--- config.mk ---
export PLATFORM = sky130hd
export DESIGN_NAME = mem_byte_sequencer_flat
export DESIGN_NICKNAME = d
export VERILOG_FILES = /design/src/rtl/mem_byte_sequencer_if.sv /design/src/rtl/mem_byte_sequencer.sv /design/src/flat_wrapper.sv
export SDC_FILE = /design/constraint.sdc
export NUM_CORES = 1
export LEC_CHECK = 0
export CORE_MARGIN = 3
export CORE_UTILIZATION = 50
export CTS_BUF_LIST = sky130_fd_sc_hd__clkbuf_4
export CTS_CLUSTER_SIZE = 8
export DETAILED_ROUTE_END_ITERATION = 6
export PLACE_DENSITY = 0.91
export SLEW_MARGIN = 30
export SYNTH_ARGS = -nofsm -noshare
export SYNTH_HDL_FRONTEND = slang
export SYNTH_SLANG_ARGS = --single-unit
--- constraint.sdc ---
create_clock -name clk -period 3.8 [get_ports clk]
set_clock_uncertainty 0.15 [all_clocks]
set_input_delay 0.76 -clock clk [delete_from_list [all_inputs] [get_ports clk]]
set_output_delay 0.76 -clock clk [all_outputs]
set_load 0.02 [all_outputs]
--- src/rtl/mem_byte_sequencer_if.sv ---
// rtl/mem_byte_sequencer_if.sv - request/response handshake bundle for mem_byte_sequencer
interface mem_byte_sequencer_if;
   logic        req_valid;
   logic        req_ready;
   logic        req_we;
   logic [1:0]  req_size;
   logic        req_signed;
   logic [31:0] req_addr;
   logic [31:0] req_wdata;
   logic        resp_valid;
   logic        resp_err;
   logic [31:0] resp_rdata;

   modport master (
      output req_valid, req_we, req_size, req_signed, req_addr, req_wdata,
      input  req_ready, resp_valid, resp_err, resp_rdata
   );

   modport slave (
      input  req_valid, req_we, req_size, req_signed, req_addr, req_wdata,
      output req_ready, resp_valid, resp_err, resp_rdata
   );
endinterface

--- src/rtl/mem_byte_sequencer.sv ---
// rtl/mem_byte_sequencer.sv - serialises 8/16/32-bit loads/stores into byte-wide memory beats
module mem_byte_sequencer #(
   parameter bit BIG_ENDIAN = 1'b0,
   parameter int MEM_BYTES  = 512
) (
   input  logic                 clk,
   input  logic                 rst,
   mem_byte_sequencer_if.slave  bus,
   output logic                 mem_enwr,
   output logic                 mem_rd,
   output logic [31:0]          mem_addr,
   output logic [7:0]           mem_wdata,
   input  logic [7:0]           mem_rdata
);

   typedef enum logic [1:0] {S_IDLE, S_ACCESS, S_DONE, S_ERR} state_t;

   state_t      state, state_nx;
   logic        we_q;
   logic        signed_q;
   logic [1:0]  size_q;
   logic [31:0] addr_q;
   logic [31:0] wdata_q;
   logic [31:0] asm_q;
   logic [1:0]  beat_q;

   logic [1:0]  last_in;
   logic [1:0]  last_q;
   logic [32:0] end_addr;
   logic        range_err;
   logic [1:0]  byte_sel;
   logic        beat_last;
   logic        accept;
   logic [31:0] ext_data;

   logic        req_ready;
   logic        resp_valid;
   logic        resp_err;
   logic [31:0] resp_rdata;

   // Index of the final beat: N-1 for N = 1, 2 or 4 (size 3 behaves as a word).
   function automatic logic [1:0] last_beat(input logic [1:0] size);
      case (size)
         2'd0:    return 2'd0;
         2'd1:    return 2'd1;
         default: return 2'd3;
      endcase
   endfunction

   assign last_in   = last_beat(bus.req_size);
   assign last_q    = last_beat(size_q);
   // 33-bit sum so an access wrapping past 2^32 is caught as out of range.
   assign end_addr  = {1'b0, bus.req_addr} + {31'd0, last_in};
   assign range_err = end_addr >= 33'(MEM_BYTES);
   // Data byte carried by the current memory beat; big-endian walks the data MSB first.
   assign byte_sel  = BIG_ENDIAN ? (last_q - beat_q) : beat_q;
   assign beat_last = (beat_q == last_q);
   assign accept    = (state == S_IDLE) && bus.req_valid;

   assign bus.req_ready  = req_ready;
   assign bus.resp_valid = resp_valid;
   assign bus.resp_err   = resp_err;
   assign bus.resp_rdata = resp_rdata;

   // Zero- or sign-extend the assembled load to 32 bits.
   always_comb begin
      ext_data = asm_q;
      case (size_q)
         2'd0:    ext_data = {{24{signed_q & asm_q[7]}}, asm_q[7:0]};
         2'd1:    ext_data = {{16{signed_q & asm_q[15]}}, asm_q[15:0]};
         default: ext_data = asm_q;
      endcase
   end

   // State register; reset aborts any request in flight.
   always_ff @(posedge clk) begin
      if (rst) state <= S_IDLE;
      else     state <= state_nx;
   end

   // Next state plus all handshake and memory-side outputs, decoded from registered state.
   always_comb begin
      state_nx   = state;
      req_ready  = 1'b0;
      resp_valid = 1'b0;
      resp_err   = 1'b0;
      resp_rdata = 32'd0;
      mem_enwr   = 1'b0;
      mem_rd     = 1'b0;
      mem_addr   = 32'd0;
      mem_wdata  = 8'd0;
      case (state)
         S_IDLE: begin
            req_ready = 1'b1;
            if (bus.req_valid) state_nx = range_err ? S_ERR : S_ACCESS;
         end
         S_ACCESS: begin
            mem_addr  = addr_q + {30'd0, beat_q};
            mem_enwr  = we_q;
            mem_rd    = ~we_q;
            mem_wdata = we_q ? wdata_q[{byte_sel, 3'b000} +: 8] : 8'd0;
            if (beat_last) state_nx = S_DONE;
         end
         S_DONE: begin
            resp_valid = 1'b1;
            resp_rdata = we_q ? 32'd0 : ext_data;
            state_nx   = S_IDLE;
         end
         S_ERR: begin
            resp_valid = 1'b1;
            resp_err   = 1'b1;
            state_nx   = S_IDLE;
         end
         default: state_nx = S_IDLE;
      endcase
   end

   // Request latch, beat counter and load assembly register.
   always_ff @(posedge clk) begin
      if (rst) begin
         we_q     <= 1'b0;
         signed_q <= 1'b0;
         size_q   <= 2'd0;
         addr_q   <= 32'd0;
         wdata_q  <= 32'd0;
         asm_q    <= 32'd0;
         beat_q   <= 2'd0;
      end else if (accept) begin
         we_q     <= bus.req_we;
         signed_q <= bus.req_signed;
         size_q   <= bus.req_size;
         addr_q   <= bus.req_addr;
         wdata_q  <= bus.req_wdata;
         asm_q    <= 32'd0;
         beat_q   <= 2'd0;
      end else if (state == S_ACCESS) begin
         beat_q <= beat_q + 2'd1;
         if (!we_q) asm_q[{byte_sel, 3'b000} +: 8] <= mem_rdata;
      end
   end

endmodule
--- src/flat_wrapper.sv ---
// flat-port wrapper written by rule: the top's interface ports become plain ports
module mem_byte_sequencer_flat 
#(
   parameter bit BIG_ENDIAN = 1'b0,
   parameter int MEM_BYTES  = 512
)
  (clk, rst, mem_enwr, mem_rd, mem_addr, mem_wdata, mem_rdata, bus_req_valid, bus_req_we, bus_req_size, bus_req_signed, bus_req_addr, bus_req_wdata, bus_req_ready, bus_resp_valid, bus_resp_err, bus_resp_rdata);
  mem_byte_sequencer_if bus_i ();
  input  logic clk;
  input  logic rst;
  output logic mem_enwr;
  output logic mem_rd;
  output logic [31:0] mem_addr;
  output logic [7:0] mem_wdata;
  input  logic [7:0] mem_rdata;
  input wire logic [$bits(bus_i.req_valid)-1:0] bus_req_valid;
  input wire logic [$bits(bus_i.req_we)-1:0] bus_req_we;
  input wire logic [$bits(bus_i.req_size)-1:0] bus_req_size;
  input wire logic [$bits(bus_i.req_signed)-1:0] bus_req_signed;
  input wire logic [$bits(bus_i.req_addr)-1:0] bus_req_addr;
  input wire logic [$bits(bus_i.req_wdata)-1:0] bus_req_wdata;
  output wire logic [$bits(bus_i.req_ready)-1:0] bus_req_ready;
  output wire logic [$bits(bus_i.resp_valid)-1:0] bus_resp_valid;
  output wire logic [$bits(bus_i.resp_err)-1:0] bus_resp_err;
  output wire logic [$bits(bus_i.resp_rdata)-1:0] bus_resp_rdata;
  assign bus_i.req_valid = bus_req_valid;
  assign bus_i.req_we = bus_req_we;
  assign bus_i.req_size = bus_req_size;
  assign bus_i.req_signed = bus_req_signed;
  assign bus_i.req_addr = bus_req_addr;
  assign bus_i.req_wdata = bus_req_wdata;
  assign bus_req_ready = bus_i.req_ready;
  assign bus_resp_valid = bus_i.resp_valid;
  assign bus_resp_err = bus_i.resp_err;
  assign bus_resp_rdata = bus_i.resp_rdata;
  mem_byte_sequencer #(.BIG_ENDIAN(BIG_ENDIAN), .MEM_BYTES(MEM_BYTES)) u_core (.clk(clk), .rst(rst), .bus(bus_i), .mem_enwr(mem_enwr), .mem_rd(mem_rd), .mem_addr(mem_addr), .mem_wdata(mem_wdata), .mem_rdata(mem_rdata));
endmodule
# Word level (Yosys, flattened, before mapping)

Cells that the tools add are included.
Widths: inputs -> output; s select.

Register bits: 104
Output and inout bits: 77
Word-level logic and storage cells: 53

Add/sub/neg operators: 4
$lt $le $gt $ge: 1
Equality and inequality tests: 8
Shift operators: 3
Muxes and demuxes: 18
Bitwise logic cells: 3
Reductions and logical operators: 8

Operators with widths:

| cell                   | number |
|---|---|
| $mux 32                | 3 |
| $pmux 32 s2            | 1 |
| $add 32x2->33          | 1 |
| $ge 33x10->1 const B   | 1 |
| $add 32x2->32          | 1 |
| $bwmux 32              | 1 |
| $shift 8x7->32 const A | 1 |
| $shiftx 32x6->8        | 1 |
| $shiftx 8x7->32        | 1 |
| $mux 8                 | 2 |
| $pmux 2 s2             | 2 |
| $neg 5->7              | 1 |
| $eq 2x1->1 const B     | 3 |
| $logic_not 2->1        | 3 |
| $mux 2                 | 3 |
| $pmux 2 s3             | 1 |
| $mux 1                 | 5 |
| $eq 2x2->1 const B     | 2 |
| $reduce_and 2->1       | 2 |
| $reduce_or 2->1        | 2 |
| $add 2x1->2 const B    | 1 |
| $and 1x1->1            | 2 |
| $eq 2x2->1             | 1 |
| $ne 2x1->1 const B     | 1 |
| other kinds (3)        | 3 |

# Depth between registers and ports, before layout

Gate-level depths: netlist (run 1).

Word-level depth: 7
Depth in mapped cells: 11
Depth with buffers taken out: 11

# Least setup slack after synthesis (run 1)

No wires, ideal clock.

Kind: register -> output
From: register u_core.beat_q[0]
To: output mem_addr[28]
Arrival time: 2.458 ns
Path slack: 0.432 ns
Stages on the path, launching flop included: 11
Buffers on the path: 1
Path through: dfxtp_1 ha_1 fa_1 and4_1 and3_1 buf_2 nand4_2 nor3_1 nand3_1 xor2_1 nor2_1

Cells in the longest elaborated chain, start to end: 2

RTL lines:

| element                | RTL line                  | text |
|---|---|---|
| from (decl)            | mem_byte_sequencer.sv:25  | `logic [1:0] beat_q;` |
| from (signal assigned) | mem_byte_sequencer.sv:137 | `beat_q <= beat_q + 2'd1;` |
| $add 32x2->32          | mem_byte_sequencer.sv:98  | `mem_addr = addr_q + {30'd0, beat_q};` |
| $mux 32                | mem_byte_sequencer.sv:92  | `case (state)` |
| to (decl)              | flat_wrapper.sv:13        | `output logic [31:0] mem_addr;` |

Every way passes these cells.

# Final worst setup path (run 1)

From: register u_core.beat_q[0]
To: output mem_addr[20]

The elaborated chain is that of the path after synthesis.

==> results of run 1 <==
[worst paths after layout]
kind	start	end	slack (ps)	cells after the start
worst max register to register	u_core.beat_q[0]$_SDFFE_PP0P_	u_core.asm_q[16]$_SDFFE_PP0P_	1330	6
worst max-delay path	u_core.beat_q[0]$_SDFFE_PP0P_	mem_addr[20]	110	9
worst min-delay path	u_core.asm_q[1]$_SDFFE_PP0P_	u_core.asm_q[1]$_SDFFE_PP0P_	310	2
worst min register to register	u_core.asm_q[1]$_SDFFE_PP0P_	u_core.asm_q[1]$_SDFFE_PP0P_	310	2
[stage by stage]
step | TNS (ps) | util, % | worst slack (ps) | instance area [sq um]
finish | 0 | 68.70 | 110.7 | 7579
global route | -36.57 | 68.70 | -22.03 | 7579
CTS | -3.443 | 68.56 | -3.443 | 7562
global placement | 0 | 66.95 | 74.27 | 7385
detailed placement | -59.23 | 66.95 | -59.23 | 7385
floorplan | 0 | - | 431.7 | 5727
[cells by family after synthesis]
kind of cell	share of synthesized area (%)
xor+xnor	5.812
flops	36.36
buf+inv	5.003
fa+ha+maj	2.666
mux	3.867
simple gates	31.42
compound gates	14.88
[state kept, by name (all words and copies together), names as in the netlist]
signal,cells
u_core.we_q,1
u_core.state,2
u_core.size_q,2
u_core.beat_q,2
u_core.addr_q,32
u_core.wdata_q,32
u_core.signed_q,1
u_core.asm_q,32
[layout make-up]
| class | count | area, sq um | share of cell area (%) |
|---|---|---|---|
| tap | 140 | 175.2 | 2.311 |
| sequential | 104 | 2083 | 27.49 |
| inverter | 25 | 93.84 | 1.238 |
| multi-input combinational | 606 | 3403 | 44.91 |
| clock buffer | 10 | 75.07 | 0.9906 |
| timing repair buffer | 171 | 1650 | 21.78 |
| clock inverter | 6 | 97.59 | 1.288 |
[timing repair]
action,CTS,global route
buffers inserted,0,1
endpoints found under the setup margin,15,11
resized for setup,26,22
pin swaps,0,1
[critical path: stages (launching register included)]
cell and delay (ps):
dfxtp_1 370, ha_2 210, fa_2 240, and4_1 270, and3_4 240, nand4_4 120, buf_4 190, or3_1 340
a21oi_1 180, buf_4 170
[placed cells by master (no fill, tap or decap), drive strengths merged, types with 3 or more instances in the layout]
cell type,n
a21oi,134
a31oi,5
and2,13
and3,26
and4,8
buf,19
clkbuf,15
clkdlybuf4s50,135
dfxtp,104
dlygate4sd2,7
dlymetal6s2s,4
ha,9
inv,28
mux2i,3
mux4,8
nand2,193
nand2b,3
nand3,51
nand4,12
nor2,41
nor3,11
nor3b,4
nor4,3
o21ai,18
or2,3
or3,6
xnor2,17
xor2,21
[power by group through the flow]
stage               registers, uW  clock network, uW  logic, uW
floorplan                    1200                  0        265
global placement             1210                  0        455
detailed placement           1220                  0        463
CTS                          1190                680        463
global route                 1200                713        512
finish                       1200                666        463
[routing by layer]
metal / up-vias / track usage (%) / part of all wire [%]
met2: 185 / 39.89 / 48
met3: 21 / 4.385 / 5.8
li1: 2935 / - / -
met1: 2636 / 33.65 / 45
met5: - / 0 / 0
met4: 0 / 6.090 / 1.3
==> qor.yml, run 1 <==
critical_path:
  kind_of_critical_path: "reg -> out"
  end_kind: "output port"
  arrival_ps: 2780
  worst_setup_path_start_kind: "flop"
  critPathRequiredTime_ps: 2890
  worst-path-max-fanout: 6
final_layout:
  stdcell_count: 1062
  final_layout_size_suffix_gt1_share_pct: 7.050
  nets: 1007
  fill_cells: 913
  syn_to_final_growth_pct: 32.34
  num_antenna_cells: 0
global_route:
  grt_overflow_total: 0
  grt_start_max_net_pins: 41
  antenna_violations_before_repair: 0
  grt_usage_pct: 24.42
  first_global_vias: 5374
  grt_first_pass_wirelength_microns: 25840
floorplan:
  ios: 156
  std_cell_rows: 38
  effective_utilization_at_floorplan_pct: 51.92
  core_area_sq_mm: 0.01103
  dieHeight_microns: 113.0
  fp.dieW_microns: 113.0
  die-area_sq_mm: 0.01277
clock_tree:
  cts_sinks: 104
  hold_buffers: 0
  cts_made_buffers: 9
  h-tree-depth: 3
  clock_latency_ps: 450
  tritoncts: "built"
  ctsLongestPathBuffers: 2
  cts.root.buffer_cell: "clkbuf_4"
  clk_pin_slew_worst_setup_hold_paths_ps: 160
synthesis:
  synth.top_cell.area_share_pct: 36.36
  nets_in_the_synthesized_netlist: 875
  ys_warn_count: 0
  ys_top_cells_by_area: "dfxtp_1 (36%), nand2_1 (13%), a21oi_1 (12%)"
  synthCells: 785
  netlist_area_sq_mm: 0.005727
  seq_area_frac_synth_pct: 36.36
  synth.avg_cell_area_sq_um: 7.295
  post-synth-top-count-cell: "nand2_1"
  most_used_dff_post_synth: "dfxtp_1"
  synth-async-reset-ratio_pct: 0
  synth.cells.most_frequent: "nand2_1 (193), a21oi_1 (134), dfxtp_1 (104)"
  synth_area_leader_cell: "dfxtp_1"
  synthDistinctLibCells: 41
  register_bit_count_reported_by_yosys: 104
  synth-edff-count: 0
status:
  outcome: "finished clean"
placement:
  placedCellCount: 1045
  detailedPlacementHpwl_microns: 11570
  buffer_ports.inserted: 155
  routabilityCongestion: 0.8923
pwr:
  power_density_mw_per_mm2: 306.7
  post-layout-total-power_uw: 2324
  seq_power_share_pct: 51.4
  power.combinational.fraction_pct: 19.9
  sw_frac_of_total_pct: 29.53
  p_leak_uw: 0.002794
  power_switching_uw: 686.4
  clockPowerShare_pct: 28.6
  internal_power_of_the_cells_uw: 1638
  peak_ir_drop_on_the_vdd_network_v: 0.0002629
routing:
  first_pass_iters: 6
  drt_iter0_drc: 409
  wl_per_cell_microns: 14.81
  route.antenna.remaining_nets: 0
  viasPerCell: 5.440
  wl_microns: 15730
  drt_drc: 0
  detailroute.via_count: 5777
worst_hold_path:
  worst_hold_path_type: "reg -> reg"
timing:
  period_share_pct: 97.09
  tightestPinTransition_ps: 829.3
  report.final.slew_viol_count: 0
  timing.slew.headroom_pct: 44.59
  max_fclk_mhz: 271.1
  hold_violations: 0
  finalCriticalPeriod_ps: 3689
  timing.final.setup_violations: 0
  hold-worst-slack_ps: 312.1
job:
  cap_viol_max_count: 0
Note: power is estimated with default switching activity, not from simulation.
==> run 2: changes to the inputs <==
- CAP_MARGIN: default -> 20
- REMOVE_ABC_BUFFERS: default -> 1
==> qor.yml, run 2 (same netlist as run 1, synthesis figures left out) <==
critical_path:
  timing.critical_path.slowest_stage_cell: "dfxtp_1"
  rrSetupSlack_ps: 1280
  top_delay_family_on_crit_path: "simple AND/OR/NAND/NOR gates"
  cpPeakStageDelay_ps: 380
  kind_of_critical_path: "reg -> out"
  arrival_ps: 2800
  path_common_cell: "buf_4"
  worst-path-max-fanout: 6
  critPathRequiredTime_ps: 2890
  path_cells: "ha_1 > fa_2 > and4_4 > and3_4 > nand4_2 > buf_4 > or3_1 > a21oi_2 > buf_4"
  worst_setup_path_start_kind: "flop"
  end_kind: "output port"
  cp.buffers_inverters: 2
timing:
  setup_ws_ps: 93.38
  max_fclk_mhz: 269.8
  period_share_pct: 97.54
  timing.slew.headroom_pct: 44.17
  finalCriticalPeriod_ps: 3707
  hold_violations: 0
  tightestPinTransition_ps: 835.6
  report.final.slew_viol_count: 0
  timing.final.setup_violations: 0
global_route:
  antenna_violations_before_repair: 1
  grt_usage_pct: 24.81
  grt_first_pass_wirelength_microns: 26330
  grt_start_max_net_pins: 39
  grt_overflow_total: 0
  first_global_vias: 5497
placement:
  buffer_ports.inserted: 155
  detailedPlacementHpwl_microns: 11800
  placedCellCount: 1048
  routabilityCongestion: 0.9065
  post-place-ws_ps: -68.48
  place_area_sq_mm: 0.007395
floorplan:
  std_cell_rows: 38
  ios: 156
  die-area_sq_mm: 0.01277
  fp.dieW_microns: 113.0
  effective_utilization_at_floorplan_pct: 51.92
  dieHeight_microns: 113.0
  core_area_sq_mm: 0.01103
routing:
  drt_iter0_drc: 289
  detailroute.via_count: 5792
  first_pass_iters: 5
  drt_drc: 0
  viasPerCell: 5.444
  wl_microns: 15730
  route.antenna.remaining_nets: 0
  wl_per_cell_microns: 14.79
status:
  outcome: "finished clean"
pwr:
  peak_ir_drop_on_the_vdd_network_v: 0.0002353
  p_leak_uw: 0.002775
  power_density_mw_per_mm2: 287.6
final_layout:
  syn_to_final_growth_pct: 31.40
  stdcell_count: 1064
  final_cell_area_sq_mm: 0.007525
  largestRegisters: "u_core.addr_q x32, u_core.asm_q x32, u_core.wdata_q x32"
  final_layout_size_suffix_gt1_share_pct: 7.259
  final_cell_mix: "nand2_1 (192), clkdlybuf4s50_1 (136), a21oi_1 (133)"
  layout.cells.most_common: "nand2_1"
  nets: 1009
clock_tree:
  ctsLongestPathBuffers: 2
  cts_made_buffers: 9
  clock_latency_ps: 440
  cts_sinks: 104
  clk_pin_slew_worst_setup_hold_paths_ps: 170
  tritoncts: "built"
  h-tree-depth: 3
  cts.root.buffer_cell: "clkbuf_4"
job:
  cap_viol_max_count: 0
worst_hold_path:
  worst_hold_path_type: "reg -> reg"
==> run 2: changes by cell type in the layout (fill, tap and decap cells not counted), moves of 2 or more <==
cell,change
clkinvlp_4,+5
buf_4,+3
dlygate4sd2_1,-3
dlymetal6s2s_1,+3
bufinv_16,-2
==> run 2: per-layer routing <==
layer | part of all wire, % | GRT usage, % | up-vias
met1 | 44 | 31.89 | 2646
met4 | 1.9 | 7.933 | 0
met3 | 6.5 | 5.775 | 31
met2 | 48 | 41.35 | 176
li1 | - | - | 2939
met5 | 0 | 0 | -
==> run 2: worst register-to-register path, stage by stage, from the launching register on <==
cell and delay (ps):
dfxtp_1 380, buf_4 290, inv_1 160, ha_1 400, nor3b_1 710, nand3_1 170
a21oi_1 210
==> run 2: final timing paths <==
path	startpoint	end	cells after the start
setup reg to reg	u_core.beat_q[0]$_SDFFE_PP0P_	u_core.asm_q[22]$_SDFFE_PP0P_	6
hold / removal	u_core.asm_q[18]$_SDFFE_PP0P_	u_core.asm_q[18]$_SDFFE_PP0P_	2
hold reg to reg	u_core.asm_q[18]$_SDFFE_PP0P_	u_core.asm_q[18]$_SDFFE_PP0P_	2
setup / recovery	u_core.beat_q[0]$_SDFFE_PP0P_	mem_addr[20]	9
==> run 2: area by class of cell <==
cell class,count,area (sq um)
multi-input cells,606,3392
fillers,953,3506
flip-flops and latches,104,2083
diodes,1,2.502
clock inverters,6,46.29
inverters,25,93.84
clock buffers,9,67.56
repair buffers,173,1664
well taps,140,175.2
==> run 2: repair_timing <==
action	CTS	global route
pin swaps	0	1
hold buffers	0	0
gates resized for setup	21	23
endpoints found under the setup margin	14	15
buffers inserted	0	0
==> run 2: where the power goes <==
| group | total (uW) | switching, uW | leakage [uW] | internal (uW) |
|---|---|---|---|---|
| clock network | 507 | 374 | 0.0000467 | 133 |
| logic | 461 | 257 | 0.00188 | 204 |
| registers | 1200 | 48.0 | 0.000849 | 1150 |
| total | 2160 | 679 | 0.00278 | 1480 |
==> run 2: through the flow <==
step / power [uW] / hold slack, ps / TNS (ps) / utilization [%]
global placement: 1669 / 284.9 / 0 / 67.04
floorplan: 1443 / 277.1 / 0 / -
detailed placement: 1679 / 293.0 / -68.48 / 67.04
CTS: 2172 / 313.4 / 0 / 68.11
global route: 2279 / 331.4 / -0.3013 / 68.22
finish: 2164 / 312.9 / 0 / 68.22
==> run 3: changes to the inputs <==
- GPL_TIMING_DRIVEN: default -> 1
==> results of run 3 <==
The final DEF is identical to that of run 2; final timing and power are the same.
